==> config.mk <==
export PLATFORM = sky130hd
export DESIGN_NAME = alu_share_arbiter
export DESIGN_NICKNAME = d
export VERILOG_FILES = /design/src/rtl/alu_pkg.sv /design/src/rtl/rr_arbiter.sv /design/src/rtl/alu_share_arbiter.sv
export SDC_FILE = /design/constraint.sdc
export NUM_CORES = 1
export LEC_CHECK = 0
export CORE_AREA = 2 2 209 211
export CTS_BUF_LIST = sky130_fd_sc_hd__clkbuf_8
export DETAILED_ROUTE_END_ITERATION = 10
export DIE_AREA = 0 0 211 213
export GPL_ROUTABILITY_DRIVEN = 0
export SLEW_MARGIN = 20
export SYNTH_ARGS = -nofsm -noshare
export SYNTH_HDL_FRONTEND = slang
export SYNTH_SLANG_ARGS = --single-unit
==> constraint.sdc <==
create_clock -name CLK -period 4.4 [get_ports CLK]
set_clock_uncertainty 0.05 [all_clocks]
set_input_delay 0.88 -clock CLK [delete_from_list [all_inputs] [get_ports CLK]]
set_output_delay 0.88 -clock CLK [all_outputs]
set_load 0.02 [all_outputs]
==> src/rtl/alu_pkg.sv <==
// Shared definitions for the ALU sharing arbiter: ALU control codes and the
// arbiter FSM state encoding.
package alu_pkg;

    localparam logic [3:0] ALU_AND   = 4'b0000;
    localparam logic [3:0] ALU_OR    = 4'b0001;
    localparam logic [3:0] ALU_ADD   = 4'b0010;
    localparam logic [3:0] ALU_SUB   = 4'b0110;
    localparam logic [3:0] ALU_PASSB = 4'b0111;

    typedef enum logic [1:0] {
        ST_IDLE = 2'd0,
        ST_EXEC = 2'd1,
        ST_RESP = 2'd2
    } arb_state_t;

endpackage

==> src/rtl/rr_arbiter.sv <==
// Combinational round-robin arbiter: searches from the requester after
// last_grant and returns a one-hot grant plus its binary index.
module rr_arbiter #(
    parameter int NREQ = 2,
    parameter int IDXW = $clog2(NREQ)
) (
    input  logic [NREQ-1:0] req,
    input  logic [IDXW-1:0] last_grant,
    output logic [NREQ-1:0] grant,
    output logic [IDXW-1:0] grant_idx
);

    logic            found;
    int              cand;
    logic [IDXW-1:0] cand_idx;

    always_comb begin
        grant     = '0;
        grant_idx = '0;
        found     = 1'b0;
        cand      = 0;
        cand_idx  = '0;
        // Walk the ring once, starting just past the previous winner.
        for (int k = 1; k <= NREQ; k++) begin
            cand     = (int'(last_grant) + k) % NREQ;
            cand_idx = IDXW'(cand);
            if (!found && req[cand_idx]) begin
                found           = 1'b1;
                grant[cand_idx] = 1'b1;
                grant_idx       = cand_idx;
            end
        end
    end

endmodule

==> src/rtl/alu_share_arbiter.sv <==
// Shares one combinational ALU between NREQ requesters: round-robin grant,
// one operation in flight, registered result returned on a valid/ready channel.
module alu_share_arbiter
    import alu_pkg::*;
#(
    parameter int NREQ  = 2,
    parameter int WIDTH = 64
) (
    input  logic                  CLK,
    input  logic                  Reset,
    input  logic [NREQ-1:0]       ReqValid,
    output logic [NREQ-1:0]       ReqReady,
    input  logic [NREQ*WIDTH-1:0] ReqBusA,
    input  logic [NREQ*WIDTH-1:0] ReqBusB,
    input  logic [NREQ*4-1:0]     ReqCtrl,
    output logic [WIDTH-1:0]      AluBusA,
    output logic [WIDTH-1:0]      AluBusB,
    output logic [3:0]            AluCtrl,
    input  logic [WIDTH-1:0]      AluBusW,
    input  logic                  AluZero,
    output logic [NREQ-1:0]       RespValid,
    input  logic [NREQ-1:0]       RespReady,
    output logic [WIDTH-1:0]      RespBusW,
    output logic                  RespZero
);

    localparam int IDXW = $clog2(NREQ);

    arb_state_t       state_q, state_d;
    logic [IDXW-1:0]  last_grant_q, last_grant_d;
    logic [IDXW-1:0]  op_idx_q, op_idx_d;
    logic [WIDTH-1:0] op_a_q, op_a_d;
    logic [WIDTH-1:0] op_b_q, op_b_d;
    logic [3:0]       op_ctrl_q, op_ctrl_d;
    logic [WIDTH-1:0] resp_w_q, resp_w_d;
    logic             resp_zero_q, resp_zero_d;

    logic [NREQ-1:0]  grant;
    logic [IDXW-1:0]  grant_idx;

    rr_arbiter #(
        .NREQ (NREQ),
        .IDXW (IDXW)
    ) u_rr_arbiter (
        .req        (ReqValid),
        .last_grant (last_grant_q),
        .grant      (grant),
        .grant_idx  (grant_idx)
    );

    always_ff @(posedge CLK) begin
        if (Reset) begin
            state_q      <= ST_IDLE;
            last_grant_q <= IDXW'(NREQ - 1);
            op_idx_q     <= '0;
            op_a_q       <= '0;
            op_b_q       <= '0;
            op_ctrl_q    <= '0;
            resp_w_q     <= '0;
            resp_zero_q  <= 1'b0;
        end else begin
            state_q      <= state_d;
            last_grant_q <= last_grant_d;
            op_idx_q     <= op_idx_d;
            op_a_q       <= op_a_d;
            op_b_q       <= op_b_d;
            op_ctrl_q    <= op_ctrl_d;
            resp_w_q     <= resp_w_d;
            resp_zero_q  <= resp_zero_d;
        end
    end

    always_comb begin
        state_d      = state_q;
        last_grant_d = last_grant_q;
        op_idx_d     = op_idx_q;
        op_a_d       = op_a_q;
        op_b_d       = op_b_q;
        op_ctrl_d    = op_ctrl_q;
        resp_w_d     = resp_w_q;
        resp_zero_d  = resp_zero_q;
        unique case (state_q)
            ST_IDLE: begin
                if (|grant) begin
                    op_idx_d = grant_idx;
                    for (int i = 0; i < NREQ; i++) begin
                        if (grant[i]) begin
                            op_a_d    = ReqBusA[i*WIDTH +: WIDTH];
                            op_b_d    = ReqBusB[i*WIDTH +: WIDTH];
                            op_ctrl_d = ReqCtrl[i*4 +: 4];
                        end
                    end
                    state_d = ST_EXEC;
                end
            end
            ST_EXEC: begin
                resp_w_d    = AluBusW;
                resp_zero_d = AluZero;
                state_d     = ST_RESP;
            end
            ST_RESP: begin
                // Only the owner of the in-flight op can complete it.
                if (RespReady[op_idx_q]) begin
                    last_grant_d = op_idx_q;
                    state_d      = ST_IDLE;
                end
            end
            default: state_d = ST_IDLE;
        endcase
    end

    always_comb begin
        ReqReady  = '0;
        RespValid = '0;
        AluBusA   = '0;
        AluBusB   = '0;
        AluCtrl   = ALU_AND;
        unique case (state_q)
            ST_IDLE: begin
                if (!Reset) ReqReady = grant;
            end
            ST_EXEC: begin
                AluBusA = op_a_q;
                AluBusB = op_b_q;
                AluCtrl = op_ctrl_q;
            end
            ST_RESP: begin
                if (!Reset) RespValid[op_idx_q] = 1'b1;
            end
            default: ;
        endcase
    end

    assign RespBusW = resp_w_q;
    assign RespZero = resp_zero_q;

endmodule

==> summary.md <==
| Metric | Value |
|---|---|
| CP required | `3.47 ns` |
| Slowest cell on the critical path | `clkdlybuf4s50_1` |
| Sw frac | `30.7%` |
| Cell Area, Synth | `9460 um2` |
| ANT nets after route | `0` |
| Final wirelength | `39600 um` |
| Pre-antenna DRT Iters | `5` |
| Max Buffers Root-to-Sink | `3` |
| Most used DFF post-synth | `dfxtp_1` |
| Row count | `76` |
| RSZ-0062 raised after global routing | `false` |
| Most frequent cell after synthesis | `nand2_1` |
| Clk pin slew, worst setup/hold paths | `0.05 ns` |
| Die Span Y | `213 um` |
| Synth top area cells | `dfxtp_1 43%, nand2_1 16%, a32oi_1 11%, and2_1 8.8%, nand2b_1 8.1%` |
| Clock Power Share | `34.4%` |
| Share of total power in sequential cells | `40.7%` |
| Final setup fails | `0` |
| Area leader, netlist | `dfxtp_1` |
| Worst hold path type | `flop to flop` |
| Max Fclk | `0.269 GHz` |
| LEAKAGE | `5.88 nW` |
| Post-CTS Hold Fix Bufs | `0` |
| Syn-to-layout area delta | `66.8%` |
| Register area share after synthesis | `42.5%` |
| Fin util | `37.0%` |
| Syn Area/Cell | `7.90 um2` |
| Vias in the first global route | `10200` |
| Crit-path max FO | `163` |
| Psw | `1.64 mW` |
| Worst-skew pair later-pin latency | `0.58 ns` |
| Share of cells above drive strength 1 | `4.59%` |
| Actual slew at the worst max-slew pin | `0.952 ns` |
| Clk sinks | `201` |
| Max Cap Violations | `0` |
| # Post-CTS Setup Buffers | `0` |
| Post-CTS resize count | `0` |
| Status | `finished clean` |
| Post-synth EDFFs | `0` |
| NumNets Final | `2009` |
| Post-Syn Instances | `1197` |
| First DRT Iteration DRCs | `442` |
| Rel. slew slack | `36.5%` |
| Root Buffer | `clkbuf_8` |
| Yosys reg bits | `201` |
| Via count | `10200` |
| Unique masters post-synth | `29` |
| FFs w/ async S/R, synth | `0%` |
| Yosys top cell area share | `42.5%` |
| Initial Util | `22.2%` |
| Worst Path Buf+Inv | `2` |
| Post-DP HPWL | `26400 um` |
| Fin. Hold Viols | `0` |
| GR Overflow Total | `0` |
| Fin crit share | `84.5%` |
| CTS tree | `built` |
| Largest delay contributor family on the critical path | `buffers and inverters` |
| Post-route DRC violation count | `0` |
| Vias per cell | `4.55` |
| Max Slew Vio Count | `0` |
| CTS Buf Count | `40` |
| Chip width | `211 um` |
| Arr. time, crit path | `2.79 ns` |
| First-pass GRT wire length | `57700 um` |
| Peak per-stage delay on the critical path | `0.63 ns` |
| Syn_nets | `1532` |
| CP startpoint kind | `flop` |
| WL/cell | `17.6 um` |
| H-tree level count | `2` |
| Setup CP Type | `flop to output port` |
| Core box area | `42700 um2` |
| Fill count | `4399` |
| Initial antenna violation count | `2` |
| I/O pin cnt | `536` |
| Top cells by count, synth | `397 x nand2_1, 201 x dfxtp_1, 133 x and2_1` |
| P_int | `3.70 mW` |
| IO Port Bufs | `535` |
| Fin crit period | `3.72 ns` |
| Die ar. | `44900 um2` |
| Comb pwr share | `24.9%` |
| Fin Setup TNS | `0 ns` |
| YS warnings | `0` |
| Crit end category | `output port` |
| IR drop worst, VDD | `0.173 mV` |
| Total track usage | `16.4%` |
| Pin count of the biggest net entering global routing | `164` |
| Crit path cell chain | `nor2b_4 -> buf_12 -> and2_1 -> clkdlybuf4s50_1` |
| Power Density | `339 nW/um2` |
[metrics by stage]
step	worst slack [ns]	cell area, um2	power (mW)	hold slack (ns)	instances
3_5_place_dp	1.06	15000	3.55	0.396	2178
6_report	0.683	15800	5.34	0.403	2247
3_3_place_gp	1.06	15000	3.53	0.391	2178
4_1_cts	0.604	15800	5.45	0.404	2246
5_1_grt	0.513	15800	5.64	0.418	2246
2_1_floorplan	1.70	9460	2.86	0.385	1197
[power groups by stage]
| stage | clock network, mW | registers, mW | logic [mW] |
|---|---|---|---|
| floorplan | 0 | 2.21 | 0.648 |
| global placement | 0 | 2.20 | 1.33 |
| detailed placement | 0 | 2.21 | 1.34 |
| CTS | 1.93 | 2.18 | 1.35 |
| global route | 2.00 | 2.20 | 1.44 |
| finish | 1.84 | 2.17 | 1.33 |
[layout make-up]
type | instances | area (um2) | area share, %
inverter | 3 | 11.3 | 0.0714
clock buffer | 48 | 661 | 4.19
sequential | 201 | 4020 | 25.5
tap | 546 | 683 | 4.33
clock inverter | 20 | 90.1 | 0.571
antenna | 1 | 2.50 | 0.0159
multi-input combinational | 880 | 4800 | 30.4
timing repair buffer | 548 | 5510 | 34.9
[placed cells by master, fill, tap and decap left out, types with 5 or more instances in the layout]
master	instances
clkdlybuf4s50_1	534
nand2_1	396
dfxtp_1	201
and2_1	133
nand2b_1	121
a32oi_1	119
a21oi_1	81
clkbuf_8	48
inv_1	16
a311oi_1	13
buf_4	9
clkinv_2	5
buf_12	5
[cell families (layout without fill, tap and decap cells)]
kind of cell | after synthesis | in the layout | share of synthesized area, %
compound gates | 219 | 219 | 17.0
buf+inv | 116 | 619 | 7.13
flops | 201 | 201 | 42.5
other cells | 0 | 1 | 0
simple gates | 661 | 661 | 33.3
[final timing paths]
kind	start	endpoint	slack, ns	cells past startpoint
worst max-delay path	state_q[0]	AluBusB[5]	0.68	4
worst min-delay path	RespBusW[38]	RespBusW[38]	0.40	2
worst max register to register	state_q[0]	RespBusW[3]	2.21	5
worst min register to register	RespBusW[38]	RespBusW[38]	0.40	2
[state kept, by name, indices dropped and copies added (netlist names)]
| signal | count |
|---|---|
| op_ctrl_q | 4 |
| state_q | 2 |
| op_a_q | 64 |
| RespBusW | 64 |
| op_b_q | 64 |
| op_idx_q | 1 |
| RespZero | 1 |
| last_grant_q | 1 |
[tightest hold or removal path: stages (launching register included)]
cell	delay [ns]
dfxtp_1	0.30
nand2_1	0.05
a21oi_1	0.05
[routing by layer]
| layer | vias to the layer above | wire length (um) | global-route usage (%) |
|---|---|---|---|
| met5 | - | 13 | 0 |
| met3 | 69 | 3260 | 5.53 |
| met4 | 2 | 1080 | 5.66 |
| met2 | 420 | 19000 | 27.6 |
| met1 | 4780 | 16200 | 19.6 |
| li1 | 4959 | - | - |
No activity file was read; power rests on OpenSTA's default activity.
